$ cat src/rtl/present_seq_ctrl.sv
// rtl/present_seq_ctrl.sv - PRESENT cipher register-port sequencer with status polling
// Optional poll timeout (rsp_err) is built only when PRESENT_SEQ_TIMEOUT_EN is defined.
module present_seq_ctrl #(
   parameter int unsigned POLL_GAP   = 4,
   parameter int unsigned POLL_LIMIT = 1023
) (
   input  logic        wb_clk_i,
   input  logic        wb_rst_ni,
   input  logic        req_valid,
   output logic        req_ready,
   input  logic [79:0] req_key,
   input  logic [63:0] req_text,
   input  logic        req_decrypt,
   output logic        rsp_valid,
   input  logic        rsp_ready,
   output logic [63:0] rsp_data,
   output logic        rsp_err,
   output logic        core_cs,
   output logic        core_we,
   output logic [3:0]  core_addr,
   output logic [31:0] core_wdat,
   input  logic [31:0] core_rdat,
   output logic        busy
);

   typedef enum logic [3:0] {
      S_IDLE, S_WKEY, S_WTXT, S_START, S_POLL_RD, S_POLL_WAIT,
      S_POLL_GAP, S_RD_LO, S_RD_HI, S_RD_LAST, S_RESP
   } state_t;

   localparam logic [7:0] GAP_LAST = 8'(POLL_GAP - 1);

   state_t      state, state_d;
   logic [7:0]  cnt, cnt_d;
   logic [79:0] key_q;
   logic [63:0] text_q;
   logic        dec_q;
   logic [63:0] data_q;
   logic        ready_q;
   logic        load, cap_lo, cap_hi;
   logic        timeout;

   // ready_q keeps req_ready low during reset and until the first edge after release
   assign req_ready = ready_q && (state == S_IDLE) && !rsp_valid;
   assign rsp_valid = (state == S_RESP);
   assign busy      = (state != S_IDLE);
   assign rsp_data  = data_q;

   always_comb begin
      state_d   = state;
      cnt_d     = cnt;
      core_cs   = 1'b0;
      core_we   = 1'b0;
      core_addr = 4'd0;
      core_wdat = 32'd0;
      load      = 1'b0;
      cap_lo    = 1'b0;
      cap_hi    = 1'b0;
      case (state)
         S_IDLE: begin
            if (req_valid && req_ready) begin
               load    = 1'b1;
               cnt_d   = 8'd0;
               state_d = S_WKEY;
            end
         end
         S_WKEY: begin
            core_cs   = 1'b1;
            core_we   = 1'b1;
            core_addr = {2'b00, cnt[1:0]};
            case (cnt[1:0])
               2'd0:    core_wdat = key_q[31:0];
               2'd1:    core_wdat = key_q[63:32];
               default: core_wdat = {16'd0, key_q[79:64]};
            endcase
            if (cnt[1:0] == 2'd2) begin
               cnt_d   = 8'd0;
               state_d = S_WTXT;
            end else begin
               cnt_d = cnt + 8'd1;
            end
         end
         S_WTXT: begin
            core_cs   = 1'b1;
            core_we   = 1'b1;
            core_addr = cnt[0] ? 4'd4 : 4'd3;
            core_wdat = cnt[0] ? text_q[63:32] : text_q[31:0];
            if (cnt[0]) begin
               cnt_d   = 8'd0;
               state_d = S_START;
            end else begin
               cnt_d = cnt + 8'd1;
            end
         end
         S_START: begin
            core_cs   = 1'b1;
            core_we   = 1'b1;
            core_addr = 4'd5;
            core_wdat = {30'd0, dec_q, 1'b1};
            state_d   = S_POLL_RD;
         end
         S_POLL_RD: begin
            core_cs   = 1'b1;
            core_addr = 4'd6;
            state_d   = S_POLL_WAIT;
         end
         S_POLL_WAIT: begin
            if (core_rdat[0]) begin
               state_d = S_RD_LO;
            end else if (timeout) begin
               state_d = S_RESP;
            end else begin
               cnt_d   = 8'd0;
               state_d = S_POLL_GAP;
            end
         end
         S_POLL_GAP: begin
            if (cnt == GAP_LAST) begin
               state_d = S_POLL_RD;
            end else begin
               cnt_d = cnt + 8'd1;
            end
         end
         S_RD_LO: begin
            core_cs   = 1'b1;
            core_addr = 4'd7;
            state_d   = S_RD_HI;
         end
         S_RD_HI: begin
            core_cs   = 1'b1;
            core_addr = 4'd8;
            cap_lo    = 1'b1;
            state_d   = S_RD_LAST;
         end
         S_RD_LAST: begin
            cap_hi  = 1'b1;
            state_d = S_RESP;
         end
         S_RESP: begin
            if (rsp_ready) state_d = S_IDLE;
         end
         default: state_d = S_IDLE;
      endcase
   end

   always_ff @(posedge wb_clk_i or negedge wb_rst_ni) begin
      if (!wb_rst_ni) begin
         state   <= S_IDLE;
         cnt     <= 8'd0;
         key_q   <= 80'd0;
         text_q  <= 64'd0;
         dec_q   <= 1'b0;
         data_q  <= 64'd0;
         ready_q <= 1'b0;
      end else begin
         state   <= state_d;
         cnt     <= cnt_d;
         ready_q <= 1'b1;
         if (load) begin
            key_q  <= req_key;
            text_q <= req_text;
            dec_q  <= req_decrypt;
            data_q <= 64'd0;
         end
         if (cap_lo) data_q[31:0]  <= core_rdat;
         if (cap_hi) data_q[63:32] <= core_rdat;
      end
   end

`ifdef PRESENT_SEQ_TIMEOUT_EN
   localparam logic [9:0] LIMIT = POLL_LIMIT[9:0];

   logic [9:0] poll_cnt;
   logic       err_q;

   assign timeout = (state == S_POLL_WAIT) && !core_rdat[0] && (poll_cnt >= LIMIT);
   assign rsp_err = err_q;

   // Counts issued status reads; saturates so a long stall can never wrap past the limit
   always_ff @(posedge wb_clk_i or negedge wb_rst_ni) begin
      if (!wb_rst_ni) begin
         poll_cnt <= 10'd0;
         err_q    <= 1'b0;
      end else begin
         if (load) begin
            poll_cnt <= 10'd0;
            err_q    <= 1'b0;
         end else if ((state == S_POLL_RD) && (poll_cnt != 10'h3FF)) begin
            poll_cnt <= poll_cnt + 10'd1;
         end
         if (timeout) err_q <= 1'b1;
      end
   end
`else
   assign timeout = 1'b0;
   assign rsp_err = 1'b0;
`endif

endmodule

$ cat config.mk
export PLATFORM = sky130hd
export DESIGN_NAME = present_seq_ctrl
export DESIGN_NICKNAME = d
export VERILOG_FILES = /design/src/rtl/present_seq_ctrl.sv
export SDC_FILE = /design/constraint.sdc
export NUM_CORES = 1
export LEC_CHECK = 0
export CORE_MARGIN = 3
export CORE_UTILIZATION = 48
export CTS_CLUSTER_SIZE = 20
export DETAILED_ROUTE_END_ITERATION = 12
export HOLD_SLACK_MARGIN = 0.08
export MAX_ROUTING_LAYER = met4
export PLACE_DENSITY = 0.81
export SYNTH_ARGS = -nofsm -noshare
export SYNTH_HDL_FRONTEND = slang
export SYNTH_SLANG_ARGS = --single-unit
export TNS_END_PERCENT = 50
$ cat constraint.sdc
create_clock -name wb_clk_i -period 2.8 [get_ports wb_clk_i]
set_input_delay 0.56 -clock wb_clk_i [delete_from_list [all_inputs] [get_ports wb_clk_i]]
set_output_delay 0.56 -clock wb_clk_i [all_outputs]
set_load 0.05 [all_outputs]
==> flow_summary.yaml, run 1 <==
logic_synthesis:
  syn-mean-instance-area_um2: 11.7
  ys_types: 53
  syn_area_um2: 9850
  syn-num-nets: 1027
  yosysTopAreaCellShare_pct: 56.4
  synth-seq-cells: 222
  synth_edf_count: 0
  async_flop_share_pct: 100
  synth.most_common_cell: "dfrtp_1"
  synth_top_cell_by_area: "dfrtp_1"
  ys.warnings.count: 0
  synth_cells: 841
  synthFlopType: "dfrtp_1"
  synth_area_leaders: "dfrtp_1, mux2_2, nand2_1, o21ai_0, a221o_1"
  yosys-top-cells-count: "dfrtp_1, nand2_1, mux2_2"
  ys_seq_area_share_pct: 56.4
drt:
  vias: 7837
  drc: 0
  wire_per_inst_um: 19.6
  avgViaCountPerCell: 5.53
  wl_um: 27800
  drt_pass1_iterations: 5
  dr.first_iter.drc_count: 487
  final_antenna_net_count: 0
power_and_ir_drop:
  power.leakage_nw: 6.02
  p_int_mw: 11.1
  combPwrFrac_pct: 52.6
  seq_power_share_pct: 30.2
  p_clk_share_pct: 17.3
  switching_power_mw: 7.77
  vdd_drop_max_v: 0.000751
  p_per_area_nw_per_um2: 1300
  netSwitchingFraction_pct: 41.2
floorplanning:
  num_rows: 51
  core_area_um2: 19800
  die_height_um: 149
  start_util_pct: 49.8
  io_pins: 287
  die_x_um: 149
  die_area_um2: 22300
sta:
  fin_skew_ns: 0.0229
  maxClockFrequency_ghz: 0.361
  slew_violations: 0
  fin_tns_setup_ns: 0
  slew_headroom_pct: 62.1
  finalHoldViolCount: 0
  finalCritPeriodShare_pct: 98.9
  rsz0062_at_grt: "yes"
  worst_slew_pin_slew_ns: 0.567
  setup_viol: 0
  period_minus_slack_ns: 2.77
clock_tree:
  cts_buffers: 24
  clock_path_buffers: 3
  clk_latency_ns: 0.52
  tritoncts: "yes"
  root_buffer: "clkbuf_16"
  cts_max_level: 1
  clk_pin_slew_ns: 0.06
  cts_sinks: 222
global_routing:
  grt_max_degree: 61
  grt_pass1_vias: 8235
  overflow: 0
  antenna_found_initial: 3
  track_usage_pct: 25.4
  grt_pass1_wl_um: 43800
layout:
  utilization_pct: 73.1
  fin_nets: 1317
  drive_gt1_share_pct: 26.3
  area_growth_pct: 46.8
  stdcell_count: 1417
  multi_input_area_um2: 4050
  fillers: 1368
  regArea_um2: 5560
setup_path:
  crit_required_ns: 2.24
  critical_path_class: "reg -> out"
  ff2ff_path_depth: 8
  crit_path_end_kind: "output port"
  cp.arrival_ns: 2.21
  crit_path_max_fanout: 23
  cp-start-kind: "flip-flop"
placed_design:
  gp_congestion: 0.836
  post-dp-hpwl_um: 19100
  numPortBuffers: 285
  post-place-cells: 1356
min_path:
  hold_path.class: "reg -> reg"
  hold_depth: 1
run:
  cap_violations: 0
outcome:
  status: "completed"
-- worst paths after layout --
check                      slack (ns)                  start                  endpoint
min in group asynchronous        0.58              wb_rst_ni  rsp_data[27]$_DFFE_PN0P_
setup / recovery                 0.03   state[0]$_DFFE_PN0P_             core_wdat[30]
hold reg to reg                  0.50  text_q[0]$_DFFE_PN0P_     text_q[0]$_DFFE_PN0P_
max in group asynchronous        1.51              wb_rst_ni  rsp_data[31]$_DFFE_PN0P_
hold / removal                   0.50  text_q[0]$_DFFE_PN0P_     text_q[0]$_DFFE_PN0P_
setup reg to reg                 0.60     cnt[0]$_DFFE_PN0P_        cnt[2]$_DFFE_PN0P_
-- per-layer routing --
layer	vias to the layer above	track usage (%)	routed length (µm)
li1	3571	-	-
met1	3860	31.3	10800
met2	346	41.4	13600
met3	60	6.65	2480
met4	0	7.60	905
met5	-	-	0
-- flip-flops by register name (all words and copies together), names as in the netlist --
| register | count |
|---|---|
| cnt | 8 |
| dec_q | 1 |
| key_q | 80 |
| ready_q | 1 |
| rsp_data | 64 |
| state | 4 |
| text_q | 64 |
-- repair_timing --
item	in CTS	in global routing
endpoints found under the hold margin	53	0
hold buffers	1	0
pin swaps	3	3
gates resized for setup	35	19
gates cloned	2	0
endpoints found under the setup margin	33	21
setup buffers	11	0
-- area by class of cell --
cell class | count | share of cell area (%)
clock buffer | 32 | 4.71
multi-input combinational | 551 | 28.0
sequential | 222 | 38.4
tap | 265 | 2.29
timing repair buffer | 327 | 25.3
clock inverter | 12 | 1.03
antenna | 3 | 0.0519
inverter | 5 | 0.130
-- power groups by stage --
stage	sequential (mW)	clock [mW]	combinational, mW
after floorplan	7.00	0	4.43
after global routing	5.87	3.48	10.5
after global placement	5.63	0	9.22
after CTS	5.67	3.33	9.79
final	5.68	3.25	9.90
after detailed placement	5.69	0	9.40
-- cell usage in the layout (no fill, tap or decap), types with 7 or more instances in the layout --
cell type        count
a21oi_1             22
a221o_1             30
a22o_1              17
a22oi_2             12
buf_12              43
buf_4               30
clkbuf_16           24
clkdlybuf4s50_1    243
clkinv_2             7
dfrtp_1            221
mux2_1               8
mux2_2             139
nand2_1            158
nor2_1              15
o21ai_0             72
-- kinds of logic after synthesis --
kind of cell	count (synthesis)	share of synthesized area, %
buffers and inverters	68	4.23
adders and majority gates	5	0.635
other	2	0.0763
AOI/OAI and AO/OA	184	12.5
muxes	148	16.9
DFF	222	56.4
and+or+nand+nor	211	9.16
xor gates and xnor gates	1	0.0890
-- critical path, cell delays in order, from the launching register on --
cell and delay [ns]:
dfrtp_1 0.39, buf_6 0.13, nor2b_2 0.21, and3_1 0.27, buf_12 0.20, a22o_1 0.19
a221o_1 0.17, buf_12 0.15
-- per-stage QoR --
stage | hold WS [ns] | area, µm² | setup WS (ns) | power (mW)
final | 0.496 | 14500 | 0.0308 | 18.8
after global routing | 0.518 | 14500 | -0.0658 | 19.8
after CTS | 0.490 | 14400 | 0.00509 | 18.8
after detailed placement | 0.475 | 13300 | 0.239 | 15.1
after global placement | 0.468 | 13300 | 0.302 | 14.8
after floorplan | 0.264 | 9860 | -0.0308 | 11.4
Note: power is estimated with default switching activity, not from simulation.
==> run 2, diff against run 1 <==
--- a/config.mk
+++ b/config.mk
@@ -12,6 +12,7 @@
 export HOLD_SLACK_MARGIN = 0.08
 export MAX_ROUTING_LAYER = met4
 export PLACE_DENSITY = 0.81
+export SETUP_SLACK_MARGIN = 0.05
 export SYNTH_ARGS = -nofsm -noshare
 export SYNTH_HDL_FRONTEND = slang
 export SYNTH_SLANG_ARGS = --single-unit
==> flow_summary.yaml, run 2 (same netlist as run 1, synthesis figures left out) <==
placed_design:
  place_ws_ns: 0.200
  gp_congestion: 0.876
  post-dp-hpwl_um: 19400
  numPortBuffers: 285
floorplanning:
  io_pins: 287
  die_area_um2: 22300
  die_x_um: 149
  start_util_pct: 49.8
  die_height_um: 149
  num_rows: 51
  core_area_um2: 19800
sta:
  finalHoldViolCount: 0
  slew_headroom_pct: 49.7
  maxClockFrequency_ghz: 0.365
  setup_viol: 0
  period_minus_slack_ns: 2.74
  layout_setup_ws_ns: 0.0598
  slew_violations: 0
  worst_slew_pin_slew_ns: 0.754
  fin_skew_ns: 0.0101
  finalCritPeriodShare_pct: 97.9
  rsz0062_at_grt: "yes"
clock_tree:
  cts_sinks: 222
  cts_buffers: 23
  clk_latency_ns: 0.50
  tritoncts: "yes"
  clock_path_buffers: 3
  root_buffer: "clkbuf_16"
  clk_pin_slew_ns: 0.06
  cts_max_level: 1
setup_path:
  critPathLaunch: "cnt[0]$_DFFE_PN0P_"
  crit_path_max_fanout: 15
  r2r-start: "state[1]$_DFFE_PN0P_"
  cp-start-kind: "flip-flop"
  critical_path_class: "reg -> out"
  crit_path_end_kind: "output port"
  cp.arrival_ns: 2.18
  crit_required_ns: 2.24
power_and_ir_drop:
  seq_power_share_pct: 31.0
  p_int_mw: 10.8
  switching_power_mw: 7.62
  p_clk_share_pct: 16.3
  power.leakage_nw: 5.95
  p_per_area_nw_per_um2: 1290
  combPwrFrac_pct: 52.7
  netSwitchingFraction_pct: 41.3
  vdd_drop_max_v: 0.000677
global_routing:
  grt_pass1_wl_um: 43200
  grt_pass1_vias: 8129
  track_usage_pct: 24.8
  grt_max_degree: 97
  overflow: 0
  antenna_found_initial: 2
layout:
  fin_nets: 1314
  largest_reg_flops: 80
  utilization_pct: 72.4
  drive_gt1_share_pct: 25.4
  final_common_cell: "clkdlybuf4s50_1"
  final_cell_mix: "clkdlybuf4s50_1, dfrtp_1, nand2_1"
  area_growth_pct: 45.5
  regMostFlops: "key_q"
drt:
  dr.first_iter.drc_count: 464
  final_antenna_net_count: 0
  wl_um: 27700
  avgViaCountPerCell: 5.55
  drc: 0
  drt_pass1_iterations: 5
  vias: 7813
  wire_per_inst_um: 19.7
min_path:
  hold_path.class: "in -> async"
outcome:
  status: "completed"
run:
  cap_violations: 0
[run 2: stage by stage]
stage	power [mW]	area (µm²)	hold WS [ns]	setup TNS (ns)	std cells
floorplan	11.4	9860	0.264	-0.0308	841
global placement	14.8	13300	0.471	0	1361
detailed placement	15.1	13300	0.475	0	1361
CTS	18.3	14100	0.117	0	1401
global route	19.4	14300	0.144	0	1408
finish	18.5	14300	0.0946	0	1408
[run 2: power by group through the flow]
stage	combinational, mW	sequential, mW	clock [mW]
finish	9.73	5.71	3.01
global placement	9.22	5.63	0
floorplan	4.43	7.00	0
CTS	9.53	5.67	3.07
global route	10.3	5.90	3.21
detailed placement	9.39	5.71	0
[run 2: repair_timing]
item                                    in CTS  in global routing
hold buffers                                 0                  0
endpoints found under the setup margin      31                 33
pin swaps                                    0                  4
resized for setup                           14                 30
gates cloned                                 1                  2
buffers inserted                             1                  3
[run 2: path summary, 6_finish.rpt]
path	end	slack (ns)	depth (start not counted)
max in group asynchronous	key_q[70]$_DFFE_PN0P_	1.98	2
max	core_wdat[17]	0.06	6
min reg2reg	key_q[74]$_DFFE_PN0P_	0.49	1
max reg2reg	key_q[17]$_DFFE_PN0P_	0.50	8
min in group wb_clk_i	key_q[74]$_DFFE_PN0P_	0.49	1
min	rsp_data[25]$_DFFE_PN0P_	0.09	1
[run 2: per-layer routing]
metal / part of all wire (%) / vias up / GRT usage, % / routed length [µm]
met5: 0 / - / - / 0
met4: 2.1 / 0 / 5.77 / 588
met3: 7.9 / 41 / 5.62 / 2190
met2: 50 / 291 / 41.1 / 13700
met1: 40 / 3916 / 31.5 / 11200
li1: - / 3565 / - / -
[run 2: cell type report]
class,instances,area [µm²]
well taps,265,332
clock inverters,3,65.1
multi-input cells,551,4020
fillers,1369,5460
inverters,5,21.3
diodes,2,5.00
repair buffers,325,3650
clock buffers,35,671
flip-flops and latches,222,5560
[run 2: critical path: stages (launching register included)]
cell and delay [ns]:
dfrtp_2 0.45, buf_6 0.14, and3_4 0.20, clkbuf_16 0.18, a22o_1 0.23, a221o_1 0.31
buf_12 0.16
